### src/rtl/snn_load_rx.sv
// Receive side of the SNN host load protocol: 4-phase channels decoded into RAM writes.
// Define LOAD_CNT_CHECK_EN to add the sticky cnt_err load-count check.
module snn_load_rx #(
    parameter int CH_W    = 18,
    parameter int F_DEPTH = 5,
    parameter int I_DEPTH = 32,
    parameter int N_TS    = 2,
    localparam int F_ENT  = F_DEPTH * F_DEPTH,
    localparam int I_ENT  = I_DEPTH * I_DEPTH,
    localparam int FAW    = $clog2(F_ENT),
    localparam int IAW    = $clog2(I_ENT),
    localparam int TSW    = (N_TS > 1) ? $clog2(N_TS) : 1
) (
    input  logic            clk,
    input  logic            rst_n,
    input  logic            ld_start_req,
    output logic            ld_start_ack,
    input  logic [CH_W-1:0] ld_start_data,
    input  logic            f_addr_req,
    output logic            f_addr_ack,
    input  logic [CH_W-1:0] f_addr_data,
    input  logic            f_data_req,
    output logic            f_data_ack,
    input  logic [CH_W-1:0] f_data_data,
    input  logic            ts_req,
    output logic            ts_ack,
    input  logic [CH_W-1:0] ts_data,
    input  logic            i_addr_req,
    output logic            i_addr_ack,
    input  logic [CH_W-1:0] i_addr_data,
    input  logic            i_data_req,
    output logic            i_data_ack,
    input  logic [CH_W-1:0] i_data_data,
    input  logic            ld_done_req,
    output logic            ld_done_ack,
    input  logic [CH_W-1:0] ld_done_data,
    output logic            fw_en,
    output logic [FAW-1:0]  fw_addr,
    output logic [7:0]      fw_data,
    output logic            iw_en,
    output logic [TSW-1:0]  iw_ts,
    output logic [IAW-1:0]  iw_addr,
    output logic            iw_data,
    output logic            load_busy,
    output logic            load_complete,
    output logic            addr_err
`ifdef LOAD_CNT_CHECK_EN
    ,
    output logic            cnt_err
`endif
);

    localparam logic [11:0] F_LIM = 12'(F_ENT);
    localparam logic [11:0] I_LIM = 12'(I_ENT);
    localparam logic [11:0] I_TOT = 12'(N_TS * I_ENT);

    typedef enum logic [2:0] {
        S_IDLE, S_FADDR, S_FDATA, S_ITS, S_IADDR, S_IDATA, S_DONE
    } state_e;

    typedef enum logic [2:0] {
        C_ST, C_FA, C_FD, C_TS, C_IA, C_ID, C_DN
    } chan_e;

    state_e state_q, state_d, nxt_q, nxt_d;
    chan_e  ch_q, ch_d;
    logic ack_q, ack_d, req_sel;
    logic [11:0] fcnt_q, fcnt_d, icnt_q, icnt_d;
    logic [11:0] fa_q, fa_d, ia_q, ia_d;
    logic [1:0] ts_q, ts_d;
    logic ts_ok;
    logic fw_en_q, fw_en_d, iw_en_q, iw_en_d;
    logic [FAW-1:0] fw_addr_q, fw_addr_d;
    logic [7:0] fw_data_q, fw_data_d;
    logic [TSW-1:0] iw_ts_q, iw_ts_d;
    logic [IAW-1:0] iw_addr_q, iw_addr_d;
    logic iw_data_q, iw_data_d;
    logic busy_q, busy_d, cmpl_q, cmpl_d, err_q, err_d;
`ifdef LOAD_CNT_CHECK_EN
    logic cerr_q, cerr_d;
`endif

    logic unused_data;
    assign unused_data = ^{ld_start_data[CH_W-1:1], f_addr_data[CH_W-1:12],
                           f_data_data[CH_W-1:8], ts_data[CH_W-1:2],
                           i_addr_data[CH_W-1:12], i_data_data[CH_W-1:1],
                           ld_done_data};

    assign ts_ok = (ts_q != 2'd0) && (int'(ts_q) <= N_TS);

    always_comb begin
        unique case (ch_q)
            C_ST:    req_sel = ld_start_req;
            C_FA:    req_sel = f_addr_req;
            C_FD:    req_sel = f_data_req;
            C_TS:    req_sel = ts_req;
            C_IA:    req_sel = i_addr_req;
            C_ID:    req_sel = i_data_req;
            C_DN:    req_sel = ld_done_req;
            default: req_sel = 1'b0;
        endcase
    end

    always_comb begin
        state_d   = state_q;
        nxt_d     = nxt_q;
        ch_d      = ch_q;
        ack_d     = ack_q;
        fcnt_d    = fcnt_q;
        icnt_d    = icnt_q;
        fa_d      = fa_q;
        ia_d      = ia_q;
        ts_d      = ts_q;
        fw_en_d   = 1'b0;
        iw_en_d   = 1'b0;
        fw_addr_d = fw_addr_q;
        fw_data_d = fw_data_q;
        iw_ts_d   = iw_ts_q;
        iw_addr_d = iw_addr_q;
        iw_data_d = iw_data_q;
        busy_d    = busy_q;
        cmpl_d    = cmpl_q;
        err_d     = err_q;
`ifdef LOAD_CNT_CHECK_EN
        cerr_d    = cerr_q;
        if (f_addr_req && fcnt_q == F_LIM &&
            (state_q == S_ITS || state_q == S_IADDR || state_q == S_IDATA))
            cerr_d = 1'b1;
`endif
        // The state only moves once the sender has dropped req and ack falls.
        if (ack_q) begin
            if (!req_sel) begin
                ack_d   = 1'b0;
                state_d = nxt_q;
            end
        end else begin
            unique case (state_q)
                S_IDLE, S_DONE: if (ld_start_req) begin
                    ack_d = 1'b1;
                    ch_d  = C_ST;
                    nxt_d = state_q;
                    if (ld_start_data[0]) begin
                        nxt_d  = S_FADDR;
                        fcnt_d = '0;
                        icnt_d = '0;
                        busy_d = 1'b1;
                        cmpl_d = 1'b0;
                    end
                end
                S_FADDR: if (f_addr_req) begin
                    ack_d = 1'b1;
                    ch_d  = C_FA;
                    nxt_d = S_FDATA;
                    fa_d  = f_addr_data[11:0];
                    if (f_addr_data[11:0] >= F_LIM) err_d = 1'b1;
                end
                S_FDATA: if (f_data_req) begin
                    ack_d  = 1'b1;
                    ch_d   = C_FD;
                    fcnt_d = fcnt_q + 12'd1;
                    nxt_d  = (fcnt_q + 12'd1 == F_LIM) ? S_ITS : S_FADDR;
                    if (fa_q < F_LIM) begin
                        fw_en_d   = 1'b1;
                        fw_addr_d = fa_q[FAW-1:0];
                        fw_data_d = f_data_data[7:0];
                    end
                end
                S_ITS: if (ts_req) begin
                    ack_d = 1'b1;
                    ch_d  = C_TS;
                    nxt_d = S_IADDR;
                    ts_d  = ts_data[1:0];
                    if (ts_data[1:0] == 2'd0 || int'(ts_data[1:0]) > N_TS)
                        err_d = 1'b1;
                end else if (ld_done_req) begin
                    ack_d  = 1'b1;
                    ch_d   = C_DN;
                    nxt_d  = S_DONE;
                    busy_d = 1'b0;
                    cmpl_d = 1'b1;
`ifdef LOAD_CNT_CHECK_EN
                    if (icnt_q != I_TOT) cerr_d = 1'b1;
`endif
                end
                S_IADDR: if (i_addr_req) begin
                    ack_d = 1'b1;
                    ch_d  = C_IA;
                    nxt_d = S_IDATA;
                    ia_d  = i_addr_data[11:0];
                    if (i_addr_data[11:0] >= I_LIM) err_d = 1'b1;
                end
                S_IDATA: if (i_data_req) begin
                    ack_d  = 1'b1;
                    ch_d   = C_ID;
                    nxt_d  = S_ITS;
                    icnt_d = icnt_q + 12'd1;
                    if (ts_ok && ia_q < I_LIM) begin
                        iw_en_d   = 1'b1;
                        iw_ts_d   = TSW'(ts_q - 2'd1);
                        iw_addr_d = ia_q[IAW-1:0];
                        iw_data_d = i_data_data[0];
                    end
                end
                default: ;
            endcase
        end
    end

    always_ff @(posedge clk or negedge rst_n) begin
        if (!rst_n) begin
            state_q   <= S_IDLE;
            nxt_q     <= S_IDLE;
            ch_q      <= C_ST;
            ack_q     <= 1'b0;
            fcnt_q    <= '0;
            icnt_q    <= '0;
            fa_q      <= '0;
            ia_q      <= '0;
            ts_q      <= '0;
            fw_en_q   <= 1'b0;
            iw_en_q   <= 1'b0;
            fw_addr_q <= '0;
            fw_data_q <= '0;
            iw_ts_q   <= '0;
            iw_addr_q <= '0;
            iw_data_q <= 1'b0;
            busy_q    <= 1'b0;
            cmpl_q    <= 1'b0;
            err_q     <= 1'b0;
`ifdef LOAD_CNT_CHECK_EN
            cerr_q    <= 1'b0;
`endif
        end else begin
            state_q   <= state_d;
            nxt_q     <= nxt_d;
            ch_q      <= ch_d;
            ack_q     <= ack_d;
            fcnt_q    <= fcnt_d;
            icnt_q    <= icnt_d;
            fa_q      <= fa_d;
            ia_q      <= ia_d;
            ts_q      <= ts_d;
            fw_en_q   <= fw_en_d;
            iw_en_q   <= iw_en_d;
            fw_addr_q <= fw_addr_d;
            fw_data_q <= fw_data_d;
            iw_ts_q   <= iw_ts_d;
            iw_addr_q <= iw_addr_d;
            iw_data_q <= iw_data_d;
            busy_q    <= busy_d;
            cmpl_q    <= cmpl_d;
            err_q     <= err_d;
`ifdef LOAD_CNT_CHECK_EN
            cerr_q    <= cerr_d;
`endif
        end
    end

    assign ld_start_ack  = ack_q && (ch_q == C_ST);
    assign f_addr_ack    = ack_q && (ch_q == C_FA);
    assign f_data_ack    = ack_q && (ch_q == C_FD);
    assign ts_ack        = ack_q && (ch_q == C_TS);
    assign i_addr_ack    = ack_q && (ch_q == C_IA);
    assign i_data_ack    = ack_q && (ch_q == C_ID);
    assign ld_done_ack   = ack_q && (ch_q == C_DN);
    assign fw_en         = fw_en_q;
    assign fw_addr       = fw_addr_q;
    assign fw_data       = fw_data_q;
    assign iw_en         = iw_en_q;
    assign iw_ts         = iw_ts_q;
    assign iw_addr       = iw_addr_q;
    assign iw_data       = iw_data_q;
    assign load_busy     = busy_q;
    assign load_complete = cmpl_q;
    assign addr_err      = err_q;
`ifdef LOAD_CNT_CHECK_EN
    assign cnt_err       = cerr_q;
`endif

endmodule

### config.mk
export PLATFORM = sky130hd
export DESIGN_NAME = snn_load_rx
export DESIGN_NICKNAME = d
export VERILOG_FILES = /design/src/rtl/snn_load_rx.sv
export SDC_FILE = /design/constraint.sdc
export NUM_CORES = 1
export LEC_CHECK = 0
export ABC_AREA = 1
export BUFFER_PORTS_ARGS = -buffer_cell sky130_fd_sc_hd__buf_4
export CAP_MARGIN = 15
export CORE_AREA = 2 2 88 99
export CTS_CLUSTER_DIAMETER = 50
export DETAILED_ROUTE_END_ITERATION = 16
export DIE_AREA = 0 0 90 101
export HOLD_SLACK_MARGIN = 0.03
export PLACE_DENSITY = 0.87
export SYNTH_ARGS = -nofsm -noshare
export SYNTH_HDL_FRONTEND = slang
export SYNTH_SLANG_ARGS = --single-unit
### constraint.sdc
create_clock -name clk -period 1.8 [get_ports clk]
set_input_delay 0.09 -clock clk [delete_from_list [all_inputs] [get_ports clk]]
set_output_delay 0.09 -clock clk [all_outputs]
set_load 0.02 [all_outputs]
# Yosys cells after proc, flatten, opt, wreduce, memory -nomap -nowiden
# Cells that the tools add are included.
# W data, S select, Z words.
[classes]
bitwise_logic = 2
n_mux = 57
reduce_logical = 29
add_sub_neg = 2
n_lt_le_gt_ge = 6
n_eq_ne = 26
[op_table]
columns = ["op", "count"]
rows = [
  ["$mux W3", 14],
  ["$mux W12", 3],
  ["$pmux W3 S6", 2],
  ["$mux W1", 31],
  ["$ne A2 B2 Y1 const B", 12],
  ["$pmux W12 S2", 1],
  ["$eq A3 B3 Y1 const B", 6],
  ["$reduce_and A8 Y1", 2],
  ["$add A12 B1 Y12 const B", 1],
  ["$eq A12 B5 Y1 const B", 1],
  ["$eq A3 B2 Y1 const B", 4],
  ["$ge A12 B11 Y1 const B", 1],
  ["$ge A12 B5 Y1 const B", 1],
  ["$lt A12 B11 Y1 const B", 1],
  ["$lt A12 B5 Y1 const B", 1],
  ["$logic_and A1 B1 Y1", 9],
  ["$reduce_and A3 Y1", 3],
  ["$reduce_and A4 Y1", 2],
  ["$pmux W1 S7", 1],
  ["$eq A3 B1 Y1 const B", 2],
  ["$logic_not A3 Y1", 2],
  ["$pmux W1 S6", 1],
  ["$reduce_and A6 Y1", 1],
  ["$reduce_bool A2 Y1", 3],
  ["other kinds (15)", 17],
]
[totals]
regBits = 78
inputBits = 135
output_inout_bits = 37
word_cells = 140

# Logic depth before layout (Yosys ltp)
# Gate-level depths: netlist of run 1.
[depth]
ltp_word = 7
depth_mapped = 13
depth_no_buf = 13

# Worst setup path after synthesis of run 1
# No wires, ideal clock.
[synth_timing]
path_type = "reg-to-reg"
startpoint = "register state_q[1]"
endpoint = "register busy_q, in the netlist load_busy"
arrival_ns = 1.304
path_stages_with_launch = 10
path_slack_ns = 0.377
setup_ns = 0.119
required_ns = 1.681
path_buffers = 0
synth_period_minus_slack_ns = 1.423
cell_sequence = "dfrtp_1 inv_2 o21ai_1 o21ai_1 nor2_2 nor2_2 o21ai_0 nor2_1 nand2_1 o21a_1"
[synth_via]
elab_chain_len = 4
word_cells_on_any_way = 11
classes_between = "6 x eq/ne; 1 x mux; 4 x reduce/logical"
[synth_rtl]
columns = ["item", "line", "text"]
rows = [
  ["start: declaration", "65", "state_e state_q, state_d, nxt_q, nxt_d;"],
  ["start signal: assignment", "234", "state_q <= state_d;"],
  ["$eq A3 B3 Y1 or $logic_not A3 Y1 (tied branches)", "137", "unique case (state_q)"],
  ["$reduce_or A2 Y1", "137", ""],
  ["$ne A2 B2 Y1 (no line) or $reduce_bool A2 Y1 (tied branches)", "--", ""],
  ["$reduce_and A6 Y1 (no line)", "--", ""],
  ["end signal: assignment", "250", "busy_q <= busy_d;"],
  ["end: declaration", "78", "logic busy_q, busy_d, cmpl_q, cmpl_d, err_q, err_d;"],
]
# Parallel ways exist; a longest one is shown, timed or not.
# A chain may end at the register's enable or synchronous reset.

# Worst setup path in the final report of run 1
[layout_timing]
startpoint = "register fcnt_q[0]"
endpoint = "register nxt_q[1]"
[layout_via]
elab_chain_len = 5
[layout_rtl]
columns = ["item", "line", "text"]
rows = [
  ["start: declaration", "68", "logic [11:0] fcnt_q, fcnt_d, icnt_q, icnt_d;"],
  ["start signal: assignment", "238", "fcnt_q <= fcnt_d;"],
  ["$add A12 B1 Y12", "161", "nxt_d = (fcnt_q + 12'd1 == F_LIM) ? S_ITS : S_FADDR;"],
  ["$eq A12 B5 Y1", "161", ""],
  ["$mux W2", "161", ""],
  ["$mux W3", "157", "S_FDATA: if (f_data_req) begin"],
  ["$pmux W3 S6", "137", ""],
  ["end signal: assignment", "235", "nxt_q <= nxt_d;"],
  ["end: declaration", "65", ""],
]
# No other way between the ends. The select of a mux whose other input is x is not followed.

==> results.toml, run 1 <==
[floorplanning]
num_rows = 35
die_x_um = 90
core_area_mm2 = 0.00815
die_h_um = 101
die_area_mm2 = 0.00909
ios = 172
start_util_pct = 45.7

[sta]
skew_ps = 9.43
final.setup.tns_ps = 0
timing.slew.headroom_pct = 67.0
holdWs_ps = 33.3
rsz0062_at_grt = "yes"
tightest_slew_ps = 487
finalHoldViolations = 0
finalCritPeriodShare_pct = 94.4
drv_slew = 0
setup_viol = 0
clock.fmax_mhz = 589
min_period_ps = 1700

[routing]
wl_per_cell_um = 13.9
first_iter_violations = 253
drt-total-wl_um = 9690
drtAntennaViolNets = 0
dr.pass1.iters = 5
drc_errors = 0
num_vias = 3564
vias_per_cell = 5.13

[pwr]
p_total_mw = 7.49
ir_drop_uv = 713
p_leak_nw = 2.62
p_per_area_mw_per_mm2 = 1470

[critical_path]
worstReg2RegStart = "fcnt_q[0]"
endpoint_kind = "flip-flop"
required_ps = 2100
r2r-end = "nxt_q[1]"
crit_path_start = "fcnt_q[0]"
cp-start-kind = "flip-flop"
worst-path-max-fanout = 4
r2r_cells = 11
critical_path.endpoint = "nxt_q[1]"
critPathKind = "flip-flop to flip-flop"
ff2ff_setup_slack_ps = 100
cp.arrival_ps = 2000

[yosys]
seq_area_frac_synth_pct = 52.5
synth-simple-area-share_pct = 24.9
synth.most_common_cell = "nand2_1"
synth_top_cell_by_area = "dfrtp_1"
synth_xor_area_share_pct = 0.707
muxShareOfSynthArea_pct = 1.51
synth_area_leaders = "dfrtp_1, nand2_1, inv_1, o21ai_0, nor2_1"
synth_edf_count = 0
synth_cell_types = 34
syn_nets = 590
synth-seq-cells = 78
synth_compound_area_share_pct = 11.7
synthAdderAreaFrac_pct = 0.673
synth_top_family_by_area = "simple AND/OR/NAND/NOR gates"
ys.flop_type = "dfrtp_1"
netlist.area_leader.share_pct = 52.5
yosysWarnings = 0
syn_area_per_cell_um2 = 8.21
synthTopCellsByCount = "nand2_1, dfrtp_1, inv_1, nor2_1, o21ai_0"
async_flop_share_pct = 100
syn_area_mm2 = 0.00372
synthCells = 453

[finish]
nets = 716
antennaDiodeCount = 0
syn_to_final_growth_pct = 37.3
fillerInstances = 641
drive_above_1_share_pct = 25.2

[global_route]
grt_usage_pct = 22.3
grt_pass1_vias = 3520
globalRoute.totalOverflow = 0
grt_max_degree = 27
grt_first_pass_wirelength_um = 16000
antenna_found_initial = 0

[placed_design]
io_buffers = 81
hpwl_um = 6780
gp_congestion = 0.907

[cts]
ctsHtreeMaxLevel = 3
clkLatencyLatePin_ps = 350
cts_made_buffers = 9
postCtsSetupBuffers = 0
cts-root-buf = "clkbuf_8"
clk_pin_slew_ps = 80
clockBufferDepth = 2
cts_tree = "built"
clock_sinks = 78

[run]
cap_violations = 0

[worst_hold_path]
hp-class = "input port to flip-flop"

[outcome]
status = "finished, final reports clean"
-- critical path: stages, from the launching register on --
cell and delay (ps):
dfrtp_1 400, ha_2 240, nand3_1 150, o21ai_0 220, nand2_1 110, nor2_1 110, nand2_1 50, nor2_1 80
nand2_1 90, nand3_1 90, nand2_1 70, inv_1 50
-- report_power, final --
| group | leakage, nW | internal (mW) | switching (mW) |
|---|---|---|---|
| Combinational | 1.53 | 1.20 | 1.83 |
| Clock | 0.113 | 0.822 | 0.636 |
| Sequential | 0.975 | 2.46 | 0.537 |
-- worst min-delay path by stage --
| stage | from | to | slack, ps | cells past startpoint |
|---|---|---|---|---|
| final | f_addr_data[11] | fa_q[11] | 30 | 3 |
| after global placement | rst_n | nxt_q[0] | -0.6 | 1 |
| after global routing | f_addr_data[11] | fa_q[11] | 50 | 3 |
| after CTS | f_addr_data[11] | fa_q[11] | 30 | 3 |
| after floorplan | rst_n | ack_q | -210 | 0 |
| after detailed placement | rst_n | nxt_q[0] | 2 | 1 |
-- area by class of cell --
type	count	area (um2)	area share, %
flip-flops and latches	78	1960	38.3
multi-input cells	300	1490	29.2
repair buffers	126	1060	20.7
inverters	64	240	4.70
clock buffers	11	141	2.77
well taps	111	139	2.72
clock inverters	5	82.6	1.62
-- cell usage in the layout (no fill, tap or decap), drive strengths merged --
master | synthesis | layout
nand2 | 119 | 119
buf | 7 | 92
dfrtp | 78 | 78
inv | 63 | 63
nor2 | 52 | 52
o21ai | 46 | 46
dlygate4sd3 | 0 | 34
nand3 | 23 | 23
a21oi | 20 | 20
clkbuf | 4 | 11
nor4 | 7 | 7
nor3 | 6 | 6
o22ai | 6 | 6
nand4 | 5 | 5
mux2 | 5 | 5
clkinv | 1 | 4
xnor2 | 2 | 2
bufinv | 0 | 2
o311ai | 2 | 2
ha | 2 | 2
xor2 | 1 | 1
and3 | 1 | 1
a31oi | 1 | 1
o21a | 1 | 1
o211ai | 1 | 1
-- metrics by stage --
step           setup slack, ps  utilization (%)  instances  instance area, um2
6_report                   101             62.7        695                5110
5_1_grt                  -67.5             62.7        695                5110
4_1_cts                   30.7             62.4        695                5080
3_5_place_dp              82.8             55.4        645                4520
3_3_place_gp               127             55.4        645                4520
2_1_floorplan              377                -        453                3720
-- kinds of logic after synthesis --
logic type | count (synthesis)
simple gates | 213
flops | 78
compound gates | 77
buf+inv | 75
mux | 5
xor+xnor | 3
fa+ha+maj | 2
-- registers in the layout (all words and copies together) (netlist names), 2 cells and up --
| register | flops |
|---|---|
| fa_q | 12 |
| fcnt_q | 12 |
| ia_q | 12 |
| iw_addr | 10 |
| fw_data | 8 |
| fw_addr | 5 |
| ch_q | 3 |
| nxt_q | 3 |
| state_q | 3 |
| ts_q | 2 |
-- metal layers --
metal | track usage, % | up-vias | share of wire (%)
met2 | 38.4 | 155 | 51
met1 | 26.5 | 1671 | 41
met4 | 10.9 | 0 | 2.5
met3 | 5.24 | 32 | 5.6
met5 | 0 | - | 0
li1 | - | 1706 | -
-- timing repair --
| action | 4_1_cts | 5_1_grt |
|---|---|---|
| endpoints found under the setup margin | 0 | 18 |
| hold buffers | 34 | 0 |
| endpoints found under the hold margin | 111 | 0 |
| resized for setup | 0 | 12 |
No activity file was read; power rests on OpenSTA's default activity.
==> inputs of run 2 (changes only) <==
CAP_MARGIN = unset   (was 15)
CORE_AREA = 2 2 91 102   (was 2 2 88 99)
CTS_BUF_LIST = sky130_fd_sc_hd__clkbuf_4 sky130_fd_sc_hd__clkbuf_8   (was unset)
DIE_AREA = 0 0 93 104   (was 0 0 90 101)
PLACE_DENSITY = 0.86   (was 0.87)
clock period = 1.5 ns   (was 1.8 ns; I/O delays follow)
==> run 2 against run 1 <==
Net effect: the flow now finishes with violations (setup timing); register-to-register slack got worse by 320 ps; critical path depth stayed put; clock power rose by 5%; wire length rose by 19%; global-route usage decreased by 1.4 points; setup slack got worse by 320 ps; non-clock buffer count rose by 53; combinational power rose by 79%; design area increased by 15%; clock-buffer cell count decreased by 2; via count up 8.9%; maximum frequency decreased by 1.4%; critical path type unchanged; largest cell class unchanged.
==> results.toml, run 2 (synthesis results as in run 1) <==
[cts]
cts_made_buffers = 9
cts_tree = "built"
cts-root-buf = "clkbuf_8"
clockBufferDepth = 2
clkLatencyLatePin_ps = 370
ctsHtreeMaxLevel = 3
clk_pin_slew_ps = 90
clock_sinks = 78

[sta]
clock.fmax_mhz = 580
rsz0062_at_grt = "yes"
tightest_slew_ps = 471
finalCritPeriodShare_pct = 115
timing.slew.headroom_pct = 68.1
holdWs_ps = 99.0
final.setup.tns_ps = -2890
min_period_ps = 1720
setup_slack_ps = -223
finalHoldViolations = 0
setup_viol = 44
drv_slew = 0
skew_ps = 11.8

[pwr]
p_sw_share_pct = 43.2
p_total_mw = 10.6
clock_power_share_pct = 14.4
p_int_mw = 6.03
p_per_area_mw_per_mm2 = 1800
p_sw_mw = 4.59
p_comb_share_pct = 51.0
p_leak_nw = 2.92
sequentialPowerShare_pct = 34.6
ir_drop_uv = 1110

[critical_path]
cp-start-kind = "flip-flop"
r2r-end = "nxt_q[1]"
ff2ff_setup_slack_ps = -220
critPathMaxStageDelay_ps = 480
crit_slowest_cell = "dfrtp_2"
endpoint_kind = "flip-flop"
worst-path-max-fanout = 6
crit_chain = "buf_4 > buf_4 > nor2_4 > nand2_2 > o21ai_2 > nor2_2 > nand2_4 > buf_6 > nand2_1 > nand2_1 > inv_1"
r2r_cells = 11
critPathKind = "flip-flop to flip-flop"
worstReg2RegStart = "state_q[2]"
cp.arrival_ps = 1980
required_ps = 1760

[worst_hold_path]
hp-start = "ld_start_data[0]"
hp-class = "input port to flip-flop"
min_to = "nxt_q[2]"
min_delay_path_depth = 4

[floorplanning]
die_h_um = 104
die_x_um = 93
num_rows = 36
core_area_mm2 = 0.00865
start_util_pct = 43.0
die_area_mm2 = 0.00967
ios = 172

[placed_design]
gp_congestion = 0.890
placed_cell_area_mm2 = 0.00473
dp_slack_ps = -81.6
io_buffers = 81
hpwl_um = 6880
dp_cells = 674

[finish]
fillerInstances = 606
antennaDiodeCount = 0
instances_no_fill = 751
final_common_cell = "buf_4"
syn_to_final_growth_pct = 58.2
final_design_area_no_fill_mm2 = 0.00588
reg_top3 = "fa_q (12), fcnt_q (12), ia_q (12)"
drive_above_1_share_pct = 41.0
utilization_pct = 68.0
final_cell_mix = "buf_4, nand2_1, dfrtp_1, inv_1, dlygate4sd3_1"
nets = 769

[global_route]
globalRoute.totalOverflow = 0
antenna_found_initial = 0
grt_max_degree = 40
grt_first_pass_wirelength_um = 16200
grt_pass1_vias = 3613
grt_usage_pct = 20.9

[outcome]
status = "finished with violations"
violations = "setup timing"

[routing]
drc_errors = 0
first_iter_violations = 254
dr.pass1.iters = 5
num_vias = 3882
vias_per_cell = 5.17
wl_per_cell_um = 15.3
drtAntennaViolNets = 0
drt-total-wl_um = 11500

[run]
cap_violations = 0
## run 2: cell count changes in the layout (fill, tap and decap cells not counted), sizes merged
| cell | previous run | this run |
|---|---|---|
| buf | 92 | 141 |
| bufinv | 2 | 0 |
| clkinvlp | 0 | 3 |
| inv | 63 | 66 |
| clkinv | 4 | 2 |
| dlygate4sd3 | 34 | 36 |
## run 2: power groups by stage
stage	Clock (mW)	Sequential, mW	Combinational, mW
after floorplan	0	3.69	2.14
after global routing	1.65	3.74	5.85
after CTS	1.55	3.57	4.23
after global placement	0	3.52	3.74
after detailed placement	0	3.57	3.90
final	1.53	3.67	5.42
## run 2: worst max path at each step
stage	from	end	slack [ps]	depth (start not counted)
after floorplan	state_q[1]	load_busy	80	9
after global placement	fcnt_q[1]	nxt_q[1]	-60	13
after detailed placement	state_q[1]	nxt_q[1]	-80	11
after CTS	state_q[2]	nxt_q[1]	-40	12
after global routing	state_q[0]	nxt_q[1]	-300	12
final	state_q[2]	nxt_q[1]	-220	11
## run 2: critical path: cells and delay by family (launching register included)
family                 cells  cell delay, ps
AND/OR/NAND/NOR            6             590
flip-flops                 1             480
buffers and inverters      4             460
AO/OA/AOI/OAI              1              90
## run 2: final cells by class
class | instances | area [um2] | share of cell area (%)
flip-flops and latches | 78 | 1960 | 33.3
multi-input cells | 300 | 1770 | 30.0
repair buffers | 179 | 1560 | 26.5
inverters | 64 | 267 | 4.53
well taps | 114 | 143 | 2.42
clock buffers | 9 | 124 | 2.11
clock inverters | 7 | 63.8 | 1.08
## run 2: per-layer routing
metal  GRT usage (%)  vias up  wire, um
li1                -     1815         -
met1            24.6     1855      4240
met2            36.9      170      6130
met3            4.86       42       765
met4            7.67        0       373
met5               0        -         0
## run 2: repair_timing
action / 4_1_cts / 5_1_grt
gates cloned: 0 / 5
endpoints found under the setup margin: 35 / 66
buffers inserted: 4 / 16
hold buffers: 36 / 0
endpoints found under the hold margin: 113 / 0
pin swaps: 6 / 26
gates resized for setup: 28 / 106
